## src/rtl/seq_alu.sv

```systemverilog
// Multi-cycle ALU with start/done handshake: single-cycle logic/arith/shift ops,
// iterative shift-add multiply and restoring divide, registered results and flags.
module seq_alu #(
    parameter int WIDTH = 16,
    parameter int SHW   = $clog2(WIDTH)
) (
    input  logic             clk,
    input  logic             rst,
    input  logic             start,
    input  logic [WIDTH-1:0] x,
    input  logic [WIDTH-1:0] y,
    input  logic [3:0]       select,
    output logic             busy,
    output logic             done,
    output logic [WIDTH-1:0] ans,
    output logic [WIDTH-1:0] ans_hi,
    output logic             zero,
    output logic             carry,
    output logic             negative,
    output logic             overflow
);

    localparam logic [3:0] OP_ADD = 4'd0;
    localparam logic [3:0] OP_SUB = 4'd1;
    localparam logic [3:0] OP_AND = 4'd2;
    localparam logic [3:0] OP_OR  = 4'd3;
    localparam logic [3:0] OP_XOR = 4'd4;
    localparam logic [3:0] OP_NOT = 4'd5;
    localparam logic [3:0] OP_SHL = 4'd6;
    localparam logic [3:0] OP_SHR = 4'd7;
    localparam logic [3:0] OP_MUL = 4'd8;
    localparam logic [3:0] OP_DIV = 4'd9;

    typedef enum logic [1:0] {IDLE, EXEC, ITER, DONE} state_t;

    state_t           state;
    logic [WIDTH-1:0] x_p0;
    logic [WIDTH-1:0] y_p0;
    logic [3:0]       sel_p0;
    logic [SHW-1:0]   cnt;
    logic [WIDTH-1:0] acc_hi;
    logic [WIDTH-1:0] acc_lo;

    logic [WIDTH:0]   add_w;
    logic [WIDTH:0]   sub_w;
    logic [WIDTH:0]   shl_w;
    logic [WIDTH:0]   shr_w;
    logic [WIDTH:0]   mul_sum;
    logic [WIDTH:0]   div_sh;
    logic [WIDTH-1:0] div_diff;
    logic             div_ge;

    logic [WIDTH-1:0] res;
    logic [WIDTH-1:0] res_hi;
    logic             res_c;
    logic             res_v;
    logic             res_z;

    function automatic logic add_ovf(input logic signed [WIDTH-1:0] a,
                                     input logic signed [WIDTH-1:0] b,
                                     input logic signed [WIDTH-1:0] s);
        return ((a < 0) == (b < 0)) && ((s < 0) != (a < 0));
    endfunction

    // x - y is formed as x + ~y + 1 so the carry out is the NOT-borrow flag
    assign add_w    = {1'b0, x_p0} + {1'b0, y_p0};
    assign sub_w    = {1'b0, x_p0} + {1'b0, ~y_p0} + {{WIDTH{1'b0}}, 1'b1};
    assign shl_w    = {1'b0, x_p0} << y_p0[SHW-1:0];
    assign shr_w    = {x_p0, 1'b0} >> y_p0[SHW-1:0];

    assign mul_sum  = {1'b0, acc_hi} + (acc_lo[0] ? {1'b0, x_p0} : '0);
    assign div_sh   = {acc_hi, acc_lo[WIDTH-1]};
    assign div_ge   = (div_sh >= {1'b0, y_p0});
    assign div_diff = div_sh[WIDTH-1:0] - y_p0;

    always_comb begin
        res    = '0;
        res_hi = '0;
        res_c  = 1'b0;
        res_v  = 1'b0;
        case (sel_p0)
            OP_ADD: begin
                res   = add_w[WIDTH-1:0];
                res_c = add_w[WIDTH];
                res_v = add_ovf(x_p0, y_p0, add_w[WIDTH-1:0]);
            end
            OP_SUB: begin
                res   = sub_w[WIDTH-1:0];
                res_c = sub_w[WIDTH];
                res_v = add_ovf(x_p0, ~y_p0, sub_w[WIDTH-1:0]);
            end
            OP_AND: res = x_p0 & y_p0;
            OP_OR:  res = x_p0 | y_p0;
            OP_XOR: res = x_p0 ^ y_p0;
            OP_NOT: res = ~x_p0;
            OP_SHL: begin
                res   = shl_w[WIDTH-1:0];
                res_c = shl_w[WIDTH];
            end
            OP_SHR: begin
                res   = shr_w[WIDTH:1];
                res_c = shr_w[0];
            end
            OP_MUL: begin
                res    = acc_lo;
                res_hi = acc_hi;
                res_c  = (acc_hi != '0);
                res_v  = (acc_hi != '0);
            end
            OP_DIV: begin
                res    = acc_lo;
                res_hi = acc_hi;
                res_v  = (y_p0 == '0);
            end
            default: ;
        endcase
        res_z = (sel_p0 == OP_MUL) ? ({res_hi, res} == '0) : (res == '0);
    end

    always_ff @(posedge clk) begin
        if (rst) begin
            state    <= IDLE;
            busy     <= 1'b0;
            done     <= 1'b0;
            ans      <= '0;
            ans_hi   <= '0;
            zero     <= 1'b0;
            carry    <= 1'b0;
            negative <= 1'b0;
            overflow <= 1'b0;
        end else begin
            done <= 1'b0;
            case (state)
                IDLE: begin
                    if (start) begin
                        x_p0   <= x;
                        y_p0   <= y;
                        sel_p0 <= select;
                        busy   <= 1'b1;
                        cnt    <= SHW'(WIDTH - 1);
                        acc_hi <= '0;
                        acc_lo <= (select == OP_MUL) ? y : x;
                        state  <= (select == OP_MUL || select == OP_DIV) ? ITER : EXEC;
                    end
                end
                EXEC: begin
                    ans      <= res;
                    ans_hi   <= res_hi;
                    zero     <= res_z;
                    carry    <= res_c;
                    negative <= res[WIDTH-1];
                    overflow <= res_v;
                    done     <= 1'b1;
                    busy     <= 1'b0;
                    state    <= DONE;
                end
                // One quotient/product bit per cycle; the last iteration hands off to
                // EXEC so every op shares the same result/flag writeback.
                ITER: begin
                    if (sel_p0 == OP_MUL) begin
                        acc_hi <= mul_sum[WIDTH:1];
                        acc_lo <= {mul_sum[0], acc_lo[WIDTH-1:1]};
                    end else if (div_ge) begin
                        acc_hi <= div_diff;
                        acc_lo <= {acc_lo[WIDTH-2:0], 1'b1};
                    end else begin
                        acc_hi <= div_sh[WIDTH-1:0];
                        acc_lo <= {acc_lo[WIDTH-2:0], 1'b0};
                    end
                    cnt <= cnt - 1'b1;
                    if (cnt == '0) state <= EXEC;
                end
                DONE: state <= IDLE;
                default: state <= IDLE;
            endcase
        end
    end

endmodule
```

## config.mk

```make
export PLATFORM = sky130hd
export DESIGN_NAME = seq_alu
export DESIGN_NICKNAME = d
export VERILOG_FILES = /design/src/rtl/seq_alu.sv
export SDC_FILE = /design/constraint.sdc
export NUM_CORES = 1
export LEC_CHECK = 0
export ABC_AREA = 1
export CORE_MARGIN = 4
export CORE_UTILIZATION = 55
export DETAILED_ROUTE_END_ITERATION = 16
export MAX_ROUTING_LAYER = met4
export PLACE_DENSITY = 0.76
export SLEW_MARGIN = 25
export SYNTH_ARGS = -nofsm -noshare
export SYNTH_HDL_FRONTEND = slang
export SYNTH_SLANG_ARGS = --single-unit
```

## constraint.sdc

```tcl
create_clock -name clk -period 4.8 [get_ports clk]
set_input_delay 0.48 -clock clk [delete_from_list [all_inputs] [get_ports clk]]
set_output_delay 0.48 -clock clk [all_outputs]
set_load 0.01 [all_outputs]
```

# --- Word-level counts from Yosys, hierarchy flattened ---
# Cells that the tools add are included.
word_totals:
  regBits: 112
  in_bits: 39
  output_inout_bits: 38
  elab_cells: 96
op_classes:
  n_mux: 24
  eq_ne: 20
  order_cmp: 6
  add_sub_neg: 6
  n_bitwise: 6
  n_reduce_logical: 17
  shifts: 2
ops:
  columns: ["operator", "count"]
  rows:
  - ["$pmux 16 s9", 1]
  - ["$mux 16", 8]
  - ["$lt 16x1->1 const B", 5]
  - ["$pmux 16 s2", 2]
  - ["$add 16x16->17", 3]
  - ["$logic_not 16->1", 2]
  - ["$logic_not 32->1", 1]
  - ["$not 16->16", 2]
  - ["$add 17x1->17 const B", 1]
  - ["$ge 17x16->1", 1]
  - ["$shl 16x4->17", 1]
  - ["$shr 17x4->17", 1]
  - ["$and 16x16->16", 1]
  - ["$eq 4x3->1 const B", 4]
  - ["$eq 4x4->1 const B", 4]
  - ["$or 16x16->16", 1]
  - ["$reduce_bool 16->1", 1]
  - ["$sub 16x16->16", 1]
  - ["$xor 16x16->16", 1]
  - ["$eq 4x2->1 const B", 2]
  - ["$logic_not 4->1", 2]
  - ["$pmux 2 s4", 1]
  - ["$pmux 4 s2", 1]
  - ["$mux 2", 3]
  - ["other kinds (20)", 31]

# --- Depth between registers and ports, before layout ---
logic_depth:
  ltp_word: 7
  mapped_depth: 20
  depth_no_buf: 20

# --- Worst setup path after synthesis ---
# OpenSTA, ideal clock, no wires.
synth_timing:
  path_type: "register to register"
  from: "reg state[0]"
  to: "reg acc_hi[0] (enable)"
  setup_time_ns: 0.484
  t_arrival_ns: 3.738
  required_ns: 4.316
  period_less_slack_ns: 4.222
  stages_incl_launch_ff: 7
  path_buffers: 2
  setup_slack_ns: 0.578
  path_cell_list: "dfxtp_1 -> inv_1 -> ha_1 -> clkbuf_1 -> inv_1 -> clkbuf_1 -> a211oi_1"
synth_between:
  elab_chain_len: 3
  elab_cells_between_ends: 5
  cone_classes: "eq/ne: 2; reduce/logical: 3"
synth_rtl:
  columns: ["item", "line", "rtl"]
  rows:
  - ["start, declared", "36", "state_t state;"]
  - ["start signal, assigned", "143", "state <= (select == OP_MUL || select == OP_DIV) ? ITER : EXEC;"]
  - ["$eq 2x2->1 / $logic_not 2->1 (equally long branches)", "133", "case (state)"]
  - ["$reduce_bool 2->1 (no line) / $ne 2x2->1 (equally long branches)", null, null]
  - ["$reduce_and 3->1 (no line) (*)", null, null]
  - ["end signal, assigned", "161", "acc_hi <= mul_sum[WIDTH:1];"]
  - ["end signal, assigned", "164", "acc_hi <= div_diff;"]
  - ["end signal, assigned", "167", "acc_hi <= div_sh[WIDTH-1:0];"]
  - ["end, declared", "41", "logic [WIDTH-1:0] acc_hi;"]
# Mark *: on every way between the ends. The rest lies on a longest branch, timed or not.
# A chain may end at the register's enable or synchronous reset.

# --- Worst setup path after layout ---
layout_timing:
  from: "reg y_p0[0]"
  to: "reg zero"
layout_between:
  elab_chain_len: 6
  elab_cells_between_ends: 13
  cone_classes: "add/sub: 3; shift: 2; mux: 2; bitwise: 4; reduce/logical: 2"
layout_rtl:
  columns: ["item", "line", "rtl"]
  rows:
  - ["start, declared", "38", "logic [WIDTH-1:0] y_p0;"]
  - ["start signal, assigned", "137", "y_p0 <= y;"]
  - ["$not 16->16", "67", "assign sub_w = {1'b0, x_p0} + {1'b0, ~y_p0} + {{WIDTH{1'b0}}, 1'b1};"]
  - ["$add 16x16->17", "67", null]
  - ["$add 17x1->17", "67", null]
  - ["$pmux 16 s9 (*)", "81", "case (sel_p0)"]
  - ["$logic_not 32->1 / $logic_not 16->1 (equally long branches)", "117", "res_z = (sel_p0 == OP_MUL) ? ({res_hi, res} == '0) : (res == '0);"]
  - ["$mux 1 (*)", "117", null]
  - ["end signal, assigned", "149", "zero <= res_z;"]
  - ["end, declared", "17", "output logic zero,"]
# Marks and branches as above.

==> impl_metrics.env <==
export IMPL_outcome="finished clean"
export IMPL_drtPass1Iterations=8
export IMPL_hold_ws_ns=0.455
export IMPL_io_buffers=76
export IMPL_drive_above_1_share=0.0421
export IMPL_fin_crit_ns=3.23
export IMPL_syn_to_final_growth_pct=12.6
export IMPL_rr_worst_depth=17
export IMPL_syn_nets=1670
export IMPL_fin_tns_setup_ns=0
export IMPL_vias=11700
export IMPL_fmax_mhz=310
export IMPL_htreeDepth=3
export IMPL_min_from="overflow"
export IMPL_ys_ff_latch=111
export IMPL_synthCells=1542
export IMPL_peakVddDrop_v=0.000257
export IMPL_crit_type="register to register"
export IMPL_clockBufferDepth=2
export IMPL_avgSynthCellArea_um2=6.67
export IMPL_cts_setup_buffers=0
export IMPL_grt_max_degree=37
export IMPL_grt_pass1_vias=10900
export IMPL_vias_per_cell=6.44
export IMPL_powerDensity_nw_per_um2=402
export IMPL_worst_r2r_endpoint="zero"
export IMPL_grt_overflow=0
export IMPL_setup_viol=0
export IMPL_synth_async_reset_ratio=0
export IMPL_post_route_period_util=0.672
export IMPL_synth_edf_count=72
export IMPL_rsz0062_at_grt="no"
export IMPL_drtIter0Drc=1759
export IMPL_hold_viol=0
export IMPL_skew_ns=0.0131
export IMPL_gp_congestion=1.06
export IMPL_tightest_slew_ns=1.12
export IMPL_grt_pass1_wl_um=64000
export IMPL_cts_root_buf="clkbuf_16"
export IMPL_netlist_area_um2=10300
export IMPL_final_cell_mix="397 x nand2_1, 193 x nand3_1, 162 x inv_1"
export IMPL_wl_um=42200
export IMPL_dp_cells=1805
export IMPL_rows=49
export IMPL_coreArea_um2=18100
export IMPL_synth_cell_types=52
export IMPL_dp_hpwl_um=32200
export IMPL_power_uw=4660
export IMPL_cp_max_fo=16
export IMPL_cts_buffers=9
export IMPL_start_util=0.566
export IMPL_ant_nets=0
export IMPL_fin_cells=1823
export IMPL_hold_buffers=0
export IMPL_post_place_ws_ns=1.71
export IMPL_antenna_found_initial=1
export IMPL_cts_sinks=111
export IMPL_hold_class="register to register"
export IMPL_ys_flop_type="edfxtp_1"
export IMPL_grt_use_total=0.419
export IMPL_end_kind="register"
export IMPL_yosysWarnings=0
export IMPL_max_cap_viol_count=0
export IMPL_die_x_um=145
export IMPL_cts_tree="yes"
export IMPL_p_leak_uw=0.00533
export IMPL_nNetsFinal=1716
export IMPL_wl_per_cell_um=23.1
export IMPL_drcViolationCount=0
export IMPL_holdPathEnd="overflow"
export IMPL_layout_setup_ws_ns=1.57
export IMPL_mostFrequentLayoutCell="nand2_1"
export IMPL_drv_slew=0
export IMPL_worstHoldPathCells=2
export IMPL_die_area_um2=20900
export IMPL_worstSkewPairLatency_ns=0.38
export IMPL_num_fill_cells=1634
export IMPL_worst_r2r_setup_slack_ns=1.57
export IMPL_io_pins=77
export IMPL_yosysSeqAreaShare=0.286
export IMPL_path_clk_slew_ns=0.09
export IMPL_crit_path_start_kind="register"
export IMPL_die_y_um=145
export IMPL_max_slew_margin=0.253
export IMPL_critPathArrivalTime_ns=3.54
export IMPL_crit_required_ns=5.12
export IMPL_r2r_start="y_p0[0]"
export IMPL_cts_resized=0
synth_stat cells (6+ instances only):
master	instances	area, µm²
xnor2_1	6	52.6
a21o_1	6	45.0
o22ai_1	17	106
o21ai_0	99	495
buf_2	24	120
edfxtp_1	72	2160
clkbuf_1	31	116
a31oi_1	11	68.8
nor3_1	10	50.1
nor2_1	144	541
o21bai_1	6	45.0
a21oi_1	96	480
nand4_1	29	181
ha_1	85	1060
nand2_1	397	1490
nand3_1	193	966
inv_1	162	608
xor2_1	7	61.3
dfxtp_1	39	781
a32o_1	16	160
inv_2	12	45.0
o211ai_1	14	105
layout make-up:
class	instances	area, µm²	share of cell area
repair buffers	95	923	0.0798
clock buffers	9	225	0.0195
multi-input cells	1197	6440	0.556
inverters	174	653	0.0564
clock inverters	7	103	0.00886
diodes	1	2.50	0.000216
well taps	229	287	0.0247
flip-flops and latches	111	2940	0.254
logic make-up after synthesis:
kind of cell               after synthesis  share of synthesized area
xor gates and xnor gates                13                     0.0111
adders and majority gates               89                      0.111
and+or+nand+nor                        801                      0.333
buffers and inverters                  234                     0.0898
AOI/OAI and AO/OA                      294                      0.168
DFF                                    111                      0.286
metrics by stage:
stage | utilization | cell area (µm²)
after floorplan | - | 10300
after global routing | 0.638 | 11600
after CTS | 0.636 | 11500
after global placement | 0.618 | 11200
after detailed placement | 0.618 | 11200
final | 0.638 | 11600
where the power goes:
| part | total (µW) | internal (µW) | switching, µW |
|---|---|---|---|
| Combinational | 2320 | 766 | 1560 |
| Sequential | 1470 | 1240 | 228 |
| Clock | 865 | 427 | 438 |
metal layers:
layer,vias up,track usage,part of all wire
li1,5325,-,-
met1,5353,0.527,0.38
met2,881,0.631,0.44
met3,184,0.0983,0.12
met4,0,0.211,0.064
met5,-,-,0
critical path, cell delays in order, from the launching register on:
cell and delay, ns:
edfxtp_1 0.55, buf_4 0.31, ha_1 0.32, inv_1 0.09, fa_1 0.40, inv_1 0.09
nand3_1 0.09, nand2_1 0.12, nand2_1 0.07, nand3_1 0.08, nand2_1 0.07, nor2_1 0.30
nand3_1 0.16, nor2_1 0.14, nand4_1 0.11, nor2_1 0.12, nand4_1 0.09, nand2_1 0.06
worst max path at each step:
stage	cells after the start	to	startpoint	slack, ns
global route	17	zero	y_p0[0]	1.30
finish	17	zero	y_p0[0]	1.57
global placement	12	zero	sel_p0[1]	1.70
detailed placement	17	zero	y_p0[0]	1.71
CTS	17	zero	y_p0[0]	1.67
floorplan	6	acc_hi[0]	state[0]	0.58
state kept, by name (all words and copies together) (netlist names), 2 cells and up:
register,count
x_p0,16
ans,16
acc_lo,16
sel_p0,4
cnt,4
ans_hi,16
y_p0,16
state,2
acc_hi,16
Power figures use the tool's default switching activity.
